[config.mk]
export PLATFORM = sky130hd
export DESIGN_NAME = pipe_mux_sel
export DESIGN_NICKNAME = d
export VERILOG_FILES = /design/src/rtl/pipe_mux_sel.sv
export SDC_FILE = /design/constraint.sdc
export NUM_CORES = 1
export LEC_CHECK = 0
export CORE_ASPECT_RATIO = 1.5
export CORE_MARGIN = 5
export CORE_UTILIZATION = 47
export DETAILED_ROUTE_END_ITERATION = 12
export GPL_TIMING_DRIVEN = 0
export PLACE_DENSITY = 0.86
export SYNTH_ARGS = -nofsm -noshare
export SYNTH_HDL_FRONTEND = slang
export SYNTH_SLANG_ARGS = --single-unit
[constraint.sdc]
create_clock -name clk -period 2.9 [get_ports clk]
set_input_delay 0.58 -clock clk [delete_from_list [all_inputs] [get_ports clk]]
set_output_delay 0.58 -clock clk [all_outputs]
set_load 0.005 [all_outputs]
[src/rtl/pipe_mux_sel.sv]
// Purpose     : registered N-input, WIDTH-bit select stage with a two-entry skid buffer.
// Latency     : 1 cycle from accept to out_* when the stage has room to forward directly.
// Backpressure: valid/ready; in_ready is registered and drops only when both entries are held.
//
// Ports:
//   clk, rst_n          clock and asynchronous active-low reset
//   in_data             NUM_IN packed inputs, input k at [k*WIDTH +: WIDTH]
//   in_sel              input index captured with each beat
//   in_valid / in_ready upstream handshake (in_ready comes straight from a flop)
//   flush               synchronous squash of every held beat and of a same-cycle accept
//   out_data / out_sel  registered beat: selected data plus the select it was taken with
//   out_valid/out_ready downstream handshake
//   sel_err             sticky out-of-range select flag (only with PIPE_MUX_RANGE_CHK_EN)
//
// Build option: define PIPE_MUX_RANGE_CHK_EN to add the sel_err port and its checker.
// Out-of-range selects capture all-zero data in either build.

module pipe_mux_sel #(
    parameter int WIDTH  = 32,
    parameter int NUM_IN = 4,
    parameter int SEL_W  = $clog2(NUM_IN)
) (
    input  logic                    clk,
    input  logic                    rst_n,
    input  logic [NUM_IN*WIDTH-1:0] in_data,
    input  logic [SEL_W-1:0]        in_sel,
    input  logic                    in_valid,
    output logic                    in_ready,
    input  logic                    flush,
    output logic [WIDTH-1:0]        out_data,
    output logic [SEL_W-1:0]        out_sel,
    output logic                    out_valid,
`ifdef PIPE_MUX_RANGE_CHK_EN
    output logic                    sel_err,
`endif
    input  logic                    out_ready
);

    // One captured beat: the selected data and the select that produced it.
    typedef struct packed {
        logic [SEL_W-1:0] sel;
        logic [WIDTH-1:0] dat;
    } beat_t;

    // Occupancy of the main + skid pair.
    typedef enum logic [1:0] {
        ST_EMPTY = 2'd0,
        ST_ONE   = 2'd1,
        ST_FULL  = 2'd2
    } state_e;

    state_e state_q, state_d;
    beat_t  main_q,  main_d;
    beat_t  skid_q,  skid_d;
    logic   in_rdy_q,  in_rdy_d;
    logic   out_vld_q, out_vld_d;

    logic       acc;
    logic       dlv;
    logic [WIDTH-1:0] sel_dat;
    beat_t      new_beat;

    // ------------------------------------------------------------------
    // Input select. Data defaults to zero, so any select value with no
    // matching input (only reachable when NUM_IN is not a power of two)
    // captures all zeros without extra logic.
    // ------------------------------------------------------------------
    always_comb begin
        sel_dat = '0;
        for (int k = 0; k < NUM_IN; k++) begin
            if (in_sel == SEL_W'(k)) begin
                sel_dat = in_data[k*WIDTH +: WIDTH];
            end
        end
    end

    always_comb begin
        new_beat     = '0;
        new_beat.sel = in_sel;
        new_beat.dat = sel_dat;
    end

    // Handshakes use only registered flags, so neither ready nor valid
    // ever depends combinationally on the opposite side.
    assign acc = in_valid  & in_rdy_q;
    assign dlv = out_vld_q & out_ready;

    // ------------------------------------------------------------------
    // Occupancy / data movement
    // ------------------------------------------------------------------
    always_comb begin
        state_d = state_q;
        main_d  = main_q;
        skid_d  = skid_q;

        case (state_q)
            ST_EMPTY: begin
                if (acc) begin
                    main_d  = new_beat;
                    state_d = ST_ONE;
                end
            end
            ST_ONE: begin
                if (acc && dlv) begin
                    // Main is draining this cycle, so the new beat replaces it.
                    main_d = new_beat;
                end else if (acc) begin
                    // Main is stalled; park the new beat behind it.
                    skid_d  = new_beat;
                    state_d = ST_FULL;
                end else if (dlv) begin
                    state_d = ST_EMPTY;
                end
            end
            ST_FULL: begin
                // in_ready is low here, so only a delivery can happen.
                if (dlv) begin
                    main_d  = skid_q;
                    state_d = ST_ONE;
                end
            end
            default: begin
                state_d = ST_EMPTY;
            end
        endcase

        // Flush wins over everything, including an accept in the same cycle.
        // Storage contents are left alone; out_valid low makes them invisible.
        if (flush) begin
            state_d = ST_EMPTY;
            main_d  = main_q;
            skid_d  = skid_q;
        end

        out_vld_d = (state_d != ST_EMPTY);
        in_rdy_d  = (state_d != ST_FULL);
    end

    always_ff @(posedge clk or negedge rst_n) begin
        if (!rst_n) begin
            state_q   <= ST_EMPTY;
            main_q    <= '0;
            skid_q    <= '0;
            in_rdy_q  <= 1'b1;
            out_vld_q <= 1'b0;
        end else begin
            state_q   <= state_d;
            main_q    <= main_d;
            skid_q    <= skid_d;
            in_rdy_q  <= in_rdy_d;
            out_vld_q <= out_vld_d;
        end
    end

    assign in_ready  = in_rdy_q;
    assign out_valid = out_vld_q;
    assign out_data  = main_q.dat;
    assign out_sel   = main_q.sel;

`ifdef PIPE_MUX_RANGE_CHK_EN
    // ------------------------------------------------------------------
    // Sticky range checker: records any accepted beat whose select had no
    // matching input. Only reset clears it; flush deliberately does not,
    // so a squashed bad beat is still reported.
    // ------------------------------------------------------------------
    logic sel_oob;
    logic sel_err_q, sel_err_d;

    always_comb begin
        sel_oob = 1'b1;
        for (int k = 0; k < NUM_IN; k++) begin
            if (in_sel == SEL_W'(k)) begin
                sel_oob = 1'b0;
            end
        end
    end

    always_comb begin
        sel_err_d = sel_err_q | (acc & sel_oob);
    end

    always_ff @(posedge clk or negedge rst_n) begin
        if (!rst_n) begin
            sel_err_q <= 1'b0;
        end else begin
            sel_err_q <= sel_err_d;
        end
    end

    assign sel_err = sel_err_q;
`endif

endmodule

==> results.sh, run 1 <==
export IMPL_ys_ff_latch=72
export IMPL_post_cts_buffers=0
export IMPL_utilization_pct=71.4
export IMPL_pre_cts_ws_ps=436
export IMPL_max_slew_margin_pct=37.4
export IMPL_tightest_slew_ps=939
export IMPL_cts_root_buf="clkbuf_16"
export IMPL_grt_pass1_vias=4604
export IMPL_layout_min_cycle_time_ps=2210
export IMPL_ant_nets=0
export IMPL_num_rows=42
export IMPL_sequentialPowerShare_pct=40.9
export IMPL_p_switching_mw=1.14
export IMPL_path_cells="clkdlybuf4s50_1 > nand3b_1 > a221oi_2 > clkbuf_1 > a21oi_1"
export IMPL_start_util_pct=47.9
export IMPL_antenna_found_initial=0
export IMPL_synth_edf_count=0
export IMPL_synth_area_leaders="dfrtp_1 42%, mux2_2 18%, mux2i_1 7.6%"
export IMPL_clk_path_buf_depth=2
export IMPL_pwr_share_comb_pct=34.0
export IMPL_fp_dieW_um=87.5
export IMPL_fmax_mhz=452
export IMPL_grt_usage_pct=26.2
export IMPL_required_ps=3080
export IMPL_gr_total_overflow=0
export IMPL_grt_pass1_wl_mm=22.5
export IMPL_cts_buffers=9
export IMPL_crit_family="buffers and inverters"
export IMPL_path_buf_inv=2
export IMPL_drive_gt1_share_pct=17.1
export IMPL_leakage_nw=2.61
export IMPL_ys_types=26
export IMPL_mostFrequentLayoutCell="clkdlybuf4s50_1"
export IMPL_ff2ff_path_depth=4
export IMPL_hold_viol=0
export IMPL_synth_top_area_share_pct=42.0
export IMPL_place_congestion=0.790
export IMPL_setup_ws_ps=688
export IMPL_cts_tree="built"
export IMPL_p_clk_share_pct=25.1
export IMPL_dp_final_hpwl_mm=11.0
export IMPL_swShare_pct=29.1
export IMPL_hp_class="in2async"
export IMPL_n_antenna_cell=0
export IMPL_cp_arrival_ps=2390
export IMPL_vdd_drop_max_uv=385
export IMPL_max_stage_delay_ps=540
export IMPL_maxCapViolCount=0
export IMPL_grt_max_degree=73
export IMPL_final_net_count=746
export IMPL_first_pass_iters=5
export IMPL_cts_clk_slew_worst_paths_ps=50
export IMPL_setup_viol=0
export IMPL_r2r_start="state_q[0]$_DFF_PN0_"
export IMPL_insertion_delay_ps=330
export IMPL_drtIter0Drc=388
export IMPL_rsz0062_at_grt="false"
export IMPL_crit_path_start_kind="input pin"
export IMPL_die_h_um=126
export IMPL_syn_to_final_growth_pct=49.0
export IMPL_num_vias=4291
export IMPL_slew_violations=0
export IMPL_detail_route_wl_per_cell_um=20.3
export IMPL_die_area_sq_um=11000
export IMPL_syn_area_per_cell_sq_um=9.80
export IMPL_core_area_sq_um=8830
export IMPL_yosys_warnings=0
export IMPL_mostFrequentLayoutCells="167 x clkdlybuf4s50_1, 71 x dfrtp_1, 66 x mux2_2"
export IMPL_cts_resized=0
export IMPL_syn_num_nets=567
export IMPL_worstPathMaxFanout=10
export IMPL_async_reset_ff_share_pct=100
export IMPL_end_kind="flip-flop"
export IMPL_numPortBuffers=168
export IMPL_status="completed"
export IMPL_r2r_end="out_data[3]$_DFFE_PN0P_"
export IMPL_p_per_area_nw_per_um2=620
export IMPL_vias_per_cell=5.93
export IMPL_cp_slowest_cell="a221oi_2"
export IMPL_ys_flop_type="dfrtp_1"
export IMPL_seq_area_frac_synth_pct=42.6
export IMPL_ff2ff_setup_slack_ps=880
export IMPL_hold_buffers=0
export IMPL_synth_top_area_cell="dfrtp_1"
export IMPL_cts_max_level=3
export IMPL_power_mw=3.91
export IMPL_routed_wl_mm=14.7
export IMPL_crit_type="in2reg"
export IMPL_synth_area_sq_um=4230
export IMPL_synth_cells=432
export IMPL_skew_ps=3.67
export IMPL_p_int_mw=2.77
export IMPL_fin_crit_sh_pct=76.3
export IMPL_io_pins=171
export IMPL_drc=0
export IMPL_clock_sinks=72
kinds of logic after synthesis:
| kind of cell | Yosys count | synth area share (%) |
|---|---|---|
| AOI/OAI and AO/OA | 108 | 16.1 |
| buffers and inverters | 40 | 4.55 |
| DFF | 72 | 42.6 |
| muxes | 98 | 25.1 |
| and+or+nand+nor | 114 | 11.6 |
power groups by stage:
stage	Sequential, mW	Clock (mW)	Combinational, mW
2_1_floorplan	1.57	0	0.600
3_3_place_gp	1.57	0	1.26
3_5_place_dp	1.60	0	1.32
4_1_cts	1.59	0.983	1.33
5_1_grt	1.63	1.05	1.43
6_report	1.60	0.982	1.33
metrics by stage:
| stage | hold slack, ps | setup TNS [ps] | cell area (sq um) | cells |
|---|---|---|---|---|
| 3_5_place_dp | 494 | 0 | 6050 | 710 |
| 6_report | 383 | 0 | 6300 | 724 |
| 3_3_place_gp | 486 | -83720 | 6050 | 710 |
| 5_1_grt | 476 | 0 | 6300 | 724 |
| 2_1_floorplan | 284 | 0 | 4230 | 432 |
| 4_1_cts | 426 | 0 | 6300 | 724 |
worst reg2reg max path, cell delays in order, from the launching register on:
cell and delay [ps]:
dfrtp_1 450, nand2b_1 240, a221oi_2 560, clkbuf_1 480
a21oi_1 150
worst max-delay path by stage:
stage / cells after the start / from / endpoint
floorplan: 6 / in_sel[0] / skid_q[22]$_DFFE_PN0P_
global placement: 1 / rst_n / out_data[7]$_DFFE_PN0P_
detailed placement: 5 / in_valid / out_data[3]$_DFFE_PN0P_
CTS: 5 / in_valid / out_data[3]$_DFFE_PN0P_
global route: 5 / in_valid / out_data[3]$_DFFE_PN0P_
finish: 5 / in_valid / out_data[3]$_DFFE_PN0P_
registers in the layout, summed over array words and instances (netlist names):
name,flops
skid_q,34
out_sel,2
out_valid,1
in_ready,1
state_q,2
out_data,32
cells in the mapped netlist (2+ instances only):
library cell / number
nand3_1: 3
a21oi_1: 38
buf_4: 5
and2_1: 2
nor3_1: 32
buf_1: 3
dfrtp_1: 71
nand2_1: 37
o21ai_0: 33
mux2i_1: 32
a221oi_1: 32
clkbuf_1: 13
buf_2: 19
nor2_1: 35
mux2_2: 66
layer usage:
| layer | global-route usage, % | routed length, um | part of all wire (%) | vias up |
|---|---|---|---|---|
| met3 | 4.25 | 1180 | 8.0 | 48 |
| met1 | 28.1 | 5110 | 35 | 2053 |
| met4 | 14.7 | 667 | 4.5 | 0 |
| met5 | 0 | 0 | 0 | - |
| li1 | - | - | - | 1945 |
| met2 | 47.1 | 7760 | 53 | 245 |
layout make-up:
type / instances / area [sq um]
Timing Repair Buffer: 168 / 1680
Clock buffer: 13 / 250
Fill cell: 652 / 2520
Sequential cell: 72 / 1800
Buffer: 40 / 193
Clock inverter: 1 / 5.00
Multi-Input combinational cell: 320 / 2240
Tap cell: 110 / 138
No activity file was read; power rests on OpenSTA's default activity.
==> inputs of run 2 (changes only) <==
--- a/config.mk
+++ b/config.mk
@@ -7,10 +7,10 @@
 export LEC_CHECK = 0
 export CORE_ASPECT_RATIO = 1.5
 export CORE_MARGIN = 5
-export CORE_UTILIZATION = 47
+export CORE_UTILIZATION = 40
 export DETAILED_ROUTE_END_ITERATION = 12
 export GPL_TIMING_DRIVEN = 0
-export PLACE_DENSITY = 0.86
+export PLACE_DENSITY = 0.78
 export SYNTH_ARGS = -nofsm -noshare
 export SYNTH_HDL_FRONTEND = slang
 export SYNTH_SLANG_ARGS = --single-unit
==> constraint.sdc (replaced) <==
create_clock -name clk -period 2 [get_ports clk]
set_input_delay 0.4 -clock clk [delete_from_list [all_inputs] [get_ports clk]]
set_output_delay 0.4 -clock clk [all_outputs]
set_load 0.005 [all_outputs]
==> results.sh, run 2 (synthesized netlist as in run 1, its figures left out) <==
export IMPL_cts_root_buf="clkbuf_16"
export IMPL_fin_crit_sh_pct=94.0
export IMPL_drc=0
export IMPL_utilization_pct=61.3
export IMPL_grt_pass1_wl_mm=22.7
export IMPL_skew_ps=5.07
export IMPL_rsz0062_at_grt="false"
export IMPL_end_kind="flip-flop"
export IMPL_crit_type="reg2reg"
export IMPL_detail_route_wl_per_cell_um=19.5
export IMPL_status="completed"
export IMPL_mostFrequentLayoutCell="clkdlybuf4s50_1"
export IMPL_crit_path_start_kind="flip-flop"
export IMPL_grt_usage_pct=23.0
export IMPL_vdd_drop_max_uv=498
export IMPL_cts_max_level=3
export IMPL_required_ps=2210
export IMPL_mostFrequentLayoutCells="167 x clkdlybuf4s50_1, 71 x dfrtp_1, 66 x mux2_2"
export IMPL_vias_per_cell=5.58
export IMPL_grt_max_degree=73
export IMPL_cp_arrival_ps=2090
export IMPL_insertion_delay_ps=340
export IMPL_grt_pass1_vias=4491
export IMPL_cts_buffers=9
export IMPL_hp_class="in2async"
export IMPL_wl_met1_mm=5.45
export IMPL_start_util_pct=40.4
export IMPL_die_h_um=136
export IMPL_dp_final_hpwl_mm=11.2
export IMPL_first_pass_iters=5
export IMPL_cts_tree="built"
export IMPL_fmax_mhz=532
export IMPL_routed_wl_mm=14.8
export IMPL_drtIter0Drc=311
export IMPL_layout_min_cycle_time_ps=1880
export IMPL_final_net_count=747
export IMPL_leakage_nw=2.66
export IMPL_drive_gt1_share_pct=18.6
export IMPL_stdcell_area_sq_um=6430
export IMPL_num_vias=4245
export IMPL_io_pins=171
export IMPL_highest_layer="met4"
export IMPL_place_area_sq_um=6090
export IMPL_max_slew_margin_pct=37.8
export IMPL_hold_ws_ps=181
export IMPL_worstPathMaxFanout=10
export IMPL_top_register="skid_q"
export IMPL_clk_path_buf_depth=2
export IMPL_fill_cells=924
export IMPL_num_rows=46
export IMPL_largest_reg_flops=34
export IMPL_pre_cts_ws_ps=-370
export IMPL_antenna_found_initial=0
export IMPL_slew_violations=0
export IMPL_power_mw=5.86
export IMPL_gr_total_overflow=0
export IMPL_numPortBuffers=168
export IMPL_fp_dieW_um=94.0
export IMPL_maxCapViolCount=0
export IMPL_n_antenna_cell=0
export IMPL_setup_viol=0
export IMPL_die_area_sq_um=12800
export IMPL_ant_nets=0
export IMPL_clock_sinks=72
export IMPL_dr_wl_met2_mm=8.02
export IMPL_tightest_slew_ps=933
export IMPL_met3_wirelength_mm=1.00
export IMPL_hold_viol=0
export IMPL_core_area_sq_um=10500
export IMPL_place_congestion=0.806
export IMPL_cts_clk_slew_worst_paths_ps=60
export IMPL_setup_ws_ps=120
export IMPL_syn_to_final_growth_pct=51.9
export IMPL_p_per_area_nw_per_um2=912
## run 2: final timing paths
path / start / endpoint / slack, ps / cells after the start
max: state_q[0]$_DFF_PN0_ / out_data[17]$_DFFE_PN0P_ / 120 / 6
min: rst_n / skid_q[18]$_DFFE_PN0P_ / 180 / 1
max reg2reg: state_q[0]$_DFF_PN0_ / out_data[17]$_DFFE_PN0P_ / 120 / 6
min reg2reg: skid_q[29]$_DFFE_PN0P_ / skid_q[29]$_DFFE_PN0P_ / 500 / 1
max in group asynchronous: rst_n / out_data[30]$_DFFE_PN0P_ / 1180 / 1
min in group clk: skid_q[29]$_DFFE_PN0P_ / skid_q[29]$_DFFE_PN0P_ / 500 / 1
## run 2: critical path: stages, from the launching register on
cell and delay [ps]:
dfrtp_1 450, nand2b_1 280, and2_1 200, buf_2 160, buf_2 210, a221oi_1 330
a21oi_1 120
## run 2: layout make-up
class	instances	area, sq um	area share, %
Multi-Input combinational cell	320	2260	35.1
Sequential cell	72	1800	28.1
Timing Repair Buffer	169	1690	26.2
Clock buffer	13	260	4.05
Buffer	40	198	3.08
Tap cell	144	180	2.80
Clock inverter	3	40.0	0.623
## run 2: through the flow
| step | setup TNS (ps) | instances |
|---|---|---|
| 6_report | 0 | 761 |
| 5_1_grt | 0 | 761 |
| 4_1_cts | 0 | 760 |
| 3_5_place_dp | -17310 | 744 |
| 3_3_place_gp | -147850 | 744 |
| 2_1_floorplan | 0 | 432 |
## run 2: repair_timing
| action | 4_1_cts | 5_1_grt |
|---|---|---|
| gates resized for setup | 1 | 9 |
| pin swaps | 0 | 1 |
| setup endpoints to repair | 9 | 52 |
| buffers inserted | 0 | 1 |
| hold buffers | 0 | 0 |
| gates cloned | 0 | 0 |
## run 2: report_power, final
group | switching, mW | internal, mW
logic | 0.763 | 1.16
registers | 0.314 | 2.00
clock network | 0.587 | 1.03
## run 2: metal layers
metal  GRT usage (%)  vias up
li1                -     1944
met1            25.3     2081
met2            42.1      197
met3            4.37       23
met4            10.1        0
met5               0        -
